<file path="config.mk">
export PLATFORM = sky130hd
export DESIGN_NAME = dhdw_seq_accum
export DESIGN_NICKNAME = d
export VERILOG_FILES = /design/src/rtl/dhdw_seq_accum.sv
export SDC_FILE = /design/constraint.sdc
export NUM_CORES = 2
export LEC_CHECK = 0
export ABC_AREA = 1
export ABC_CLOCK_PERIOD_IN_PS = 21200
export BUFFER_PORTS_ARGS = -buffer_cell sky130_fd_sc_hd__buf_4
export CAP_MARGIN = 10
export CORE_MARGIN = 2
export CORE_UTILIZATION = 29
export DETAILED_ROUTE_END_ITERATION = 7
export PLACE_DENSITY_LB_ADDON = 0.2
export SYNTH_ARGS = -nofsm -noshare
export SYNTH_HDL_FRONTEND = slang
export SYNTH_SLANG_ARGS = --single-unit
</file>
<file path="constraint.sdc">
create_clock -name clk -period 21.2 [get_ports clk]
set_clock_uncertainty 0.2 [all_clocks]
set_input_delay 6.36 -clock clk [delete_from_list [all_inputs] [get_ports clk]]
set_output_delay 6.36 -clock clk [all_outputs]
set_load 0.1 [all_outputs]
</file>
<file path="src/rtl/dhdw_seq_accum.sv">
// Time-step sequencer and gradient accumulator for the dh_t/dw derivative stage.
// Issues one step_en per step, feeds back dh(t-1)/dw and accumulates err_t * dh_t/dw.

module dhdw_seq_accum #(
    parameter int DATABIT = 16,
    parameter int FRAC    = 8,
    parameter int CELLNUM = 4,
    parameter int SEQLEN  = 8,
    parameter int CNTW    = 4,
    parameter int ACCBIT  = 32,
    parameter int TIMEOUT = 64
) (
    input  logic               clk,
    input  logic               rst,
    input  logic               start,
    input  logic               res_valid,
    input  logic [DATABIT-1:0] res_0,
    input  logic [DATABIT-1:0] res_1,
    input  logic [DATABIT-1:0] res_2,
    input  logic [DATABIT-1:0] res_3,
    input  logic [DATABIT-1:0] err_0,
    input  logic [DATABIT-1:0] err_1,
    input  logic [DATABIT-1:0] err_2,
    input  logic [DATABIT-1:0] err_3,
    output logic               step_en,
    output logic [CNTW-1:0]    step_idx,
    output logic [DATABIT-1:0] dh0_dw,
    output logic [DATABIT-1:0] dh1_dw,
    output logic [DATABIT-1:0] dh2_dw,
    output logic [DATABIT-1:0] dh3_dw,
    output logic               busy,
    output logic               grad_valid,
    output logic [ACCBIT-1:0]  grad_0,
    output logic [ACCBIT-1:0]  grad_1,
    output logic [ACCBIT-1:0]  grad_2,
    output logic [ACCBIT-1:0]  grad_3,
    output logic               timeout_err
);

    localparam int PW   = 2 * DATABIT;
    localparam int WIDE = (ACCBIT > PW) ? ACCBIT : PW;
    localparam int WCW  = $clog2(TIMEOUT + 1);

    localparam logic [CNTW-1:0]         LAST_STEP = CNTW'(SEQLEN - 1);
    localparam logic [WCW-1:0]          WAIT_LAST = WCW'(TIMEOUT - 1);
    localparam logic signed [ACCBIT-1:0] ACC_MAX  = {1'b0, {(ACCBIT-1){1'b1}}};
    localparam logic signed [ACCBIT-1:0] ACC_MIN  = {1'b1, {(ACCBIT-1){1'b0}}};

    typedef enum logic [1:0] {
        IDLE  = 2'd0,
        ISSUE = 2'd1,
        WAIT  = 2'd2,
        DONE  = 2'd3
    } state_t;

    // Full-precision product rescaled by FRAC; the arithmetic shift floors toward minus infinity.
    function automatic logic signed [ACCBIT-1:0] scaled_product(
        input logic signed [DATABIT-1:0] a,
        input logic signed [DATABIT-1:0] b
    );
        logic signed [PW-1:0]   prod;
        logic signed [WIDE-1:0] wide;
        prod = PW'(a) * PW'(b);
        wide = WIDE'(prod) >>> FRAC;
        return ACCBIT'(wide);
    endfunction

    // One guard bit detects overflow; the sign of the true sum picks the clamp rail.
    function automatic logic signed [ACCBIT-1:0] sat_add(
        input logic signed [ACCBIT-1:0] acc,
        input logic signed [ACCBIT-1:0] p
    );
        logic signed [ACCBIT:0]   sum;
        logic signed [ACCBIT-1:0] result;
        sum = (ACCBIT+1)'(acc) + (ACCBIT+1)'(p);
        if (sum[ACCBIT] == sum[ACCBIT-1]) begin
            result = sum[ACCBIT-1:0];
        end else if (sum[ACCBIT]) begin
            result = ACC_MIN;
        end else begin
            result = ACC_MAX;
        end
        return result;
    endfunction

    state_t                    state_r;
    state_t                    state_nxt;
    logic [CNTW-1:0]           step_idx_r;
    logic [WCW-1:0]            wait_cnt_r;
    logic [DATABIT-1:0]        dh_r      [CELLNUM];
    logic signed [ACCBIT-1:0]  acc_r     [CELLNUM];
    logic signed [ACCBIT-1:0]  acc_nxt_s [CELLNUM];
    logic signed [DATABIT-1:0] res_s     [CELLNUM];
    logic signed [DATABIT-1:0] err_s     [CELLNUM];
    logic                      start_s;
    logic                      accept_s;
    logic                      timeout_s;
    logic                      step_en_r;
    logic                      busy_r;
    logic                      grad_valid_r;
    logic                      timeout_err_r;

    assign res_s[0] = res_0;
    assign res_s[1] = res_1;
    assign res_s[2] = res_2;
    assign res_s[3] = res_3;
    assign err_s[0] = err_0;
    assign err_s[1] = err_1;
    assign err_s[2] = err_2;
    assign err_s[3] = err_3;

    // State register.
    always_ff @(posedge clk or posedge rst) begin
        if (rst) begin
            state_r <= IDLE;
        end else begin
            state_r <= state_nxt;
        end
    end

    // Next-state decode; a result arriving on the last wait cycle still beats the timeout.
    always_comb begin
        state_nxt = state_r;
        start_s   = 1'b0;
        accept_s  = 1'b0;
        timeout_s = 1'b0;
        case (state_r)
            IDLE: begin
                if (start) begin
                    start_s   = 1'b1;
                    state_nxt = ISSUE;
                end else begin
                    state_nxt = IDLE;
                end
            end
            ISSUE: begin
                state_nxt = WAIT;
            end
            WAIT: begin
                if (res_valid) begin
                    accept_s = 1'b1;
                    if (step_idx_r == LAST_STEP) begin
                        state_nxt = DONE;
                    end else begin
                        state_nxt = ISSUE;
                    end
                end else if (wait_cnt_r == WAIT_LAST) begin
                    timeout_s = 1'b1;
                    state_nxt = IDLE;
                end else begin
                    state_nxt = WAIT;
                end
            end
            DONE: begin
                state_nxt = IDLE;
            end
            default: begin
                state_nxt = IDLE;
            end
        endcase
    end

    // Candidate accumulator values for the current result beat.
    always_comb begin
        for (int i = 0; i < CELLNUM; i++) begin
            acc_nxt_s[i] = sat_add(acc_r[i], scaled_product(err_s[i], res_s[i]));
        end
    end

    // Step index, wait counter, fed-back derivatives and accumulators.
    always_ff @(posedge clk or posedge rst) begin
        if (rst) begin
            step_idx_r <= {CNTW{1'b0}};
            wait_cnt_r <= {WCW{1'b0}};
            for (int i = 0; i < CELLNUM; i++) begin
                dh_r[i]  <= {DATABIT{1'b0}};
                acc_r[i] <= {ACCBIT{1'b0}};
            end
        end else if (start_s) begin
            step_idx_r <= {CNTW{1'b0}};
            wait_cnt_r <= {WCW{1'b0}};
            for (int i = 0; i < CELLNUM; i++) begin
                dh_r[i]  <= {DATABIT{1'b0}};
                acc_r[i] <= {ACCBIT{1'b0}};
            end
        end else if (accept_s) begin
            for (int i = 0; i < CELLNUM; i++) begin
                dh_r[i]  <= res_s[i];
                acc_r[i] <= acc_nxt_s[i];
            end
            if (step_idx_r != LAST_STEP) begin
                step_idx_r <= step_idx_r + CNTW'(1);
                wait_cnt_r <= {WCW{1'b0}};
            end
        end else if ((state_r == WAIT) && !timeout_s) begin
            wait_cnt_r <= wait_cnt_r + WCW'(1);
        end
    end

    // Control outputs registered from the next state so they align with state_r.
    always_ff @(posedge clk or posedge rst) begin
        if (rst) begin
            step_en_r     <= 1'b0;
            busy_r        <= 1'b0;
            grad_valid_r  <= 1'b0;
            timeout_err_r <= 1'b0;
        end else begin
            step_en_r     <= (state_nxt == ISSUE);
            busy_r        <= (state_nxt != IDLE);
            grad_valid_r  <= (state_nxt == DONE);
            timeout_err_r <= timeout_s;
        end
    end

    assign step_en     = step_en_r;
    assign step_idx    = step_idx_r;
    assign busy        = busy_r;
    assign grad_valid  = grad_valid_r;
    assign timeout_err = timeout_err_r;
    assign dh0_dw      = dh_r[0];
    assign dh1_dw      = dh_r[1];
    assign dh2_dw      = dh_r[2];
    assign dh3_dw      = dh_r[3];
    assign grad_0      = acc_r[0];
    assign grad_1      = acc_r[1];
    assign grad_2      = acc_r[2];
    assign grad_3      = acc_r[3];

endmodule

</file>
After elaboration in Yosys (flattened, before gate mapping) --
Index checks and enable logic that the tools add are counted.
Cells by class: reductions and logical operators 9, eq/ne operators 13, add/sub/neg operators 6, mux-type cells 31, multiply operators 4
Operator list (count):
- $mux W128 | 2
- $mux W32 | 8
- $add A32 B24 Y33 | 4
- $mul A16 B16 Y32 | 4
- $mux W64 | 2
- $mux W7 | 4
- $mux W4 | 3
- $mux W1 | 8
- $pmux W2 S4 | 1
- $add A7 B1 Y7 const B | 1
- $eq A7 B6 Y1 const B | 1
- $eq A2 B2 Y1 const B | 3
- $mux W2 | 3
- $reduce_bool A2 Y1 | 3
- $add A4 B1 Y4 const B | 1
- $eq A1 B1 Y1 | 4
- $eq A2 B1 Y1 const B | 2
- $eq A4 B3 Y1 const B | 1
- $ne A4 B3 Y1 const B | 1
- $reduce_and A2 Y1 | 2
- $ne A3 B2 Y1 const B | 1
- $reduce_bool A3 Y1 | 1
- $logic_not A2 Y1 | 1
- $logic_and A1 B1 Y1 | 1
- $logic_not A1 Y1 | 1
Storage, ports and cells: logic and storage cells 78, input port bits 132, flip-flop bits (word level) 209, output and inout port bits 200

Longest topological paths before layout --
depth in word-level cells 9, gate-level depth with buffers 45, gate-level depth less buffers 41

Worst setup path after synthesis --
No wires, ideal clock.
kind input port to flip-flop, from input port res_3[5], to register acc_r (netlist bit grad_3[10]), data required time 20880 ps, library setup time 120 ps, path slack 6920 ps, buffers on the path 4, data arrival time 13960 ps, stages on the path 36, cell sequence clkbuf_1 > clkbuf_1 > nand2_1 > fa_1 > inv_1 > fa_1 > fa_1 > fa_1 > fa_1 > inv_1 > fa_1 > inv_1 > ha_1 > a21oi_1 > inv_1 > a31oi_1 > o21ai_0 > a31oi_1 > nand2_1 > nand2_1 > nand2_1 > ha_1 > a21oi_1 > o21ai_0 > a21oi_1 > nor2_1 > nor2_1 > nand3_1 > and2_1 > ha_1 > clkbuf_1 > inv_1 > clkbuf_1 > o21ai_0 > nand3_1 > nand2_1
Between the ends: longest elaborated chain between the ends 6, elaborated cells between the ends (all ways) 7, classes of those cells add/sub (1); mul (1); eq/ne (1); mux (4)
Ends and longest elaborated chain:
- start: declaration | RTL line 20 | input logic [DATABIT-1:0] res_3,
- $mul A16 B16 Y32 (*) | RTL line 63 | prod = PW'(a) * PW'(b);
- $add A32 B24 Y33 (*) | RTL line 75 | sum = (ACCBIT+1)'(acc) + (ACCBIT+1)'(p);
- $mux W32 or $eq A1 B1 Y1 (tied branches) | RTL line 78, 76
- $mux W32 (*) | RTL line 76 | if (sum[ACCBIT] == sum[ACCBIT-1]) begin
- $mux W128 (*) | RTL line 186 | end else if (accept_s) begin
- $mux W128 (*) | RTL line 179 | end else if (start_s) begin
- end signal: indexed assignment | RTL line 177 | acc_r[i] <= {ACCBIT{1'b0}};
- end signal: indexed assignment | RTL line 184 | acc_r[i] <= {ACCBIT{1'b0}};
- end signal: indexed assignment | RTL line 189 | acc_r[i] <= acc_nxt_s[i];
- end: declaration | RTL line 91 | logic signed [ACCBIT-1:0] acc_r [CELLNUM];
Mark *: on every way between the ends. The rest lies on a longest branch, timed or not. The select of a mux whose other input is x is not followed. A chain may end at the register's enable or synchronous reset.

Final worst setup path --
from input port res_3[1], to register acc_r (netlist bit grad_3[19])
Same word-level chain as after synthesis.

==> impl_metrics.tcl <==
set metrics [dict create \
    status "finished clean" \
    yosys_warnings 0 \
    layout-drive-gt1-share_pct 5.68 \
    start_util_pct 29.2 \
    grt_pass1_wl_mm 309 \
    core.rowCount 164 \
    ctsHoldBuffers 0 \
    tightest_slew_ps 1200 \
    wl_mm 194 \
    ys.flop_type "dfrtp_1" \
    ios 332 \
    fin_crit_ps 15300 \
    synth_top_area_cell "fa_1" \
    dp_slack_ps 5190 \
    cts_max_level 2 \
    syn_nets 9589 \
    grt_pass1_vias 52700 \
    wl_per_cell_um 18.1 \
    place_hpwl_mm 160 \
    path_max_fanout 18 \
    die_y_um 452 \
    fmax_mhz 65.4 \
    worst_path_most_repeated_cell "fa_1" \
    cts.path.max_buffers 3 \
    grt_usage_pct 19.4 \
    report.final.hold_viol_count 0 \
    synthTopCellsByArea "fa_1 (36%), nand2_1 (14%), inv_1 (13%)" \
    drc 0 \
    tns_ps 0 \
    cp_data_required_time_ps 21500 \
    cts_setup_buffers 0 \
    area_growth_pct 10.4 \
    synth.distinct_cells 50 \
    setup_violations 0 \
    via_count 49200 \
    grt_max_degree 115 \
    ys_ff_latch 209 \
    fin_ws_ps 5900 \
    fin_crit_sh_pct 72.2 \
    clk_latency_ps 630 \
    cts_buffers 37 \
    cts_tree "done" \
    cts_resized 0 \
    drtIter0Drc 3092 \
    synth_area_um2 58300 \
    overflow 0 \
    slowest_stage "fa_1" \
    synth.avg_cell_area_um2 7.33 \
    grt_antenna_before_repair 4 \
    cts.sinks 209 \
    arrival_ps 15600 \
    yosysSeqAreaShare_pct 8.98 \
    fp.coreArea_um2 200000 \
    async_flop_share_pct 100 \
    relSlewSlack_pct 19.9 \
    synth_edf_count 0 \
    die-area_um2 204000 \
    syn_inst 7952 \
    synth_top_area_share_pct 36.0 \
    drv_slew 0 \
    portBuffers 331 \
    root_buffer "clkbuf_16" \
    antenna_left 0 \
    firstDrtPassIters 5 \
    hold_class "flop to flop" \
    die_width_um 452 \
    cap_violations 0 \
    path_clk_slew_ps 50 \
    end_kind "flop" \
    worst-setup-path-type "input pin to flop" \
    cp_slowest_stage_delay_ps 910 \
    via_per_inst 4.58 \
    rsz0062_at_grt "false" \
    gp_congestion 0.916 \
    fin_nets 9679 \
    crit_path_start_kind "input pin" \
]
## worst paths after layout
check                               from            end  slack, ps  depth (start not counted)
max in group asynchronous            rst     grad_3[29]      13290                          4
min in group asynchronous            rst    step_idx[0]       5580                          2
setup / recovery                res_3[1]     grad_3[19]       5900                         33
setup reg to reg               grad_2[0]     grad_2[29]      16380                         19
hold / removal             wait_cnt_r[6]  wait_cnt_r[6]        270                          1
hold reg to reg            wait_cnt_r[6]  wait_cnt_r[6]        270                          1
## placed cells by master, fill, tap and decap left out, types with 39 or more instances in the layout
cell type and n:
a21oi_1 275, ha_1 457, nand3_1 376, nor2_1 365
clkbuf_16 39, nor3_1 59, xnor2_1 60, nand4_1 46
a22o_1 55, o21ai_0 176, nand2_1 2177, inv_1 2073
buf_4 343, dfrtp_1 209, fa_1 1048, xor2_1 74
## per-stage QoR
stage	utilization [%]	cells	cell area (um^2)	hold WS, ps
detailed placement	31.6	10700	63000	256
finish	32.2	10700	64300	267
global placement	31.6	10700	63000	250
floorplan	-	7952	58300	234
CTS	32.2	10700	64300	268
global route	32.2	10700	64300	278
## registers in the layout (all words and copies together), names as in the netlist
| name | count |
|---|---|
| busy | 1 |
| dh0_dw | 16 |
| dh1_dw | 16 |
| dh2_dw | 16 |
| dh3_dw | 16 |
| grad_0 | 32 |
| grad_1 | 32 |
| grad_2 | 32 |
| grad_3 | 32 |
| grad_valid | 1 |
| state_r | 2 |
| step_en | 1 |
| step_idx | 4 |
| timeout_err | 1 |
| wait_cnt_r | 7 |
## cell type report
cell class              instances  area [um^2]
well taps                    2656         3320
repair buffers                343         2570
clock inverters                21          264
clock buffers                  46         1020
diodes                          5         12.5
inverters                    2081         7830
flip-flops and latches        209         5230
fillers                     21700       135000
multi-input cells            5370        44100
## per-layer routing
| metal | vias up | global-route usage [%] | part of all wire (%) |
|---|---|---|---|
| li1 | 23600 | - | - |
| met1 | 24400 | 25.8 | 45 |
| met2 | 956 | 33.2 | 48 |
| met3 | 214 | 1.81 | 3.8 |
| met4 | 0 | 6.05 | 3.2 |
| met5 | - | 0 | 0 |
## critical path: cells and delay by family
kind,cells,cell delay (ps)
compound gates,7,1470
buf+inv,6,910
fa+ha+maj,9,4970
simple gates,11,1860
## Yosys cell counts (all sizes together) (2+ instances only)
| cell type | count |
|---|---|
| a211oi | 3 |
| a21boi | 8 |
| a21o | 25 |
| a21oi | 278 |
| a221oi | 2 |
| a22o | 55 |
| a31oi | 15 |
| a32o | 4 |
| and2 | 7 |
| and3 | 9 |
| buf | 33 |
| clkbuf | 259 |
| dfrtp | 209 |
| fa | 1048 |
| ha | 457 |
| inv | 2080 |
| nand2 | 2182 |
| nand3 | 376 |
| nand3b | 9 |
| nand4 | 46 |
| nor2 | 369 |
| nor3 | 59 |
| nor3b | 3 |
| nor4 | 14 |
| o2111ai | 3 |
| o211ai | 6 |
| o21a | 7 |
| o21ai | 183 |
| o21bai | 29 |
| o221a | 2 |
| o221ai | 4 |
| o22ai | 2 |
| or2 | 29 |
| xnor2 | 60 |
| xor2 | 74 |
## kinds of logic after synthesis
group	share of synthesized area [%]
AO/OA/AOI/OAI	6.27
AND/OR/NAND/NOR	21.5
buffers and inverters	15.4
adder cells (fa/ha/maj)	45.8
flip-flops	8.98
XOR/XNOR	2.01
Power is not shown: default switching activity piles up to over one toggle a cycle in this logic, so the estimate is an artifact.
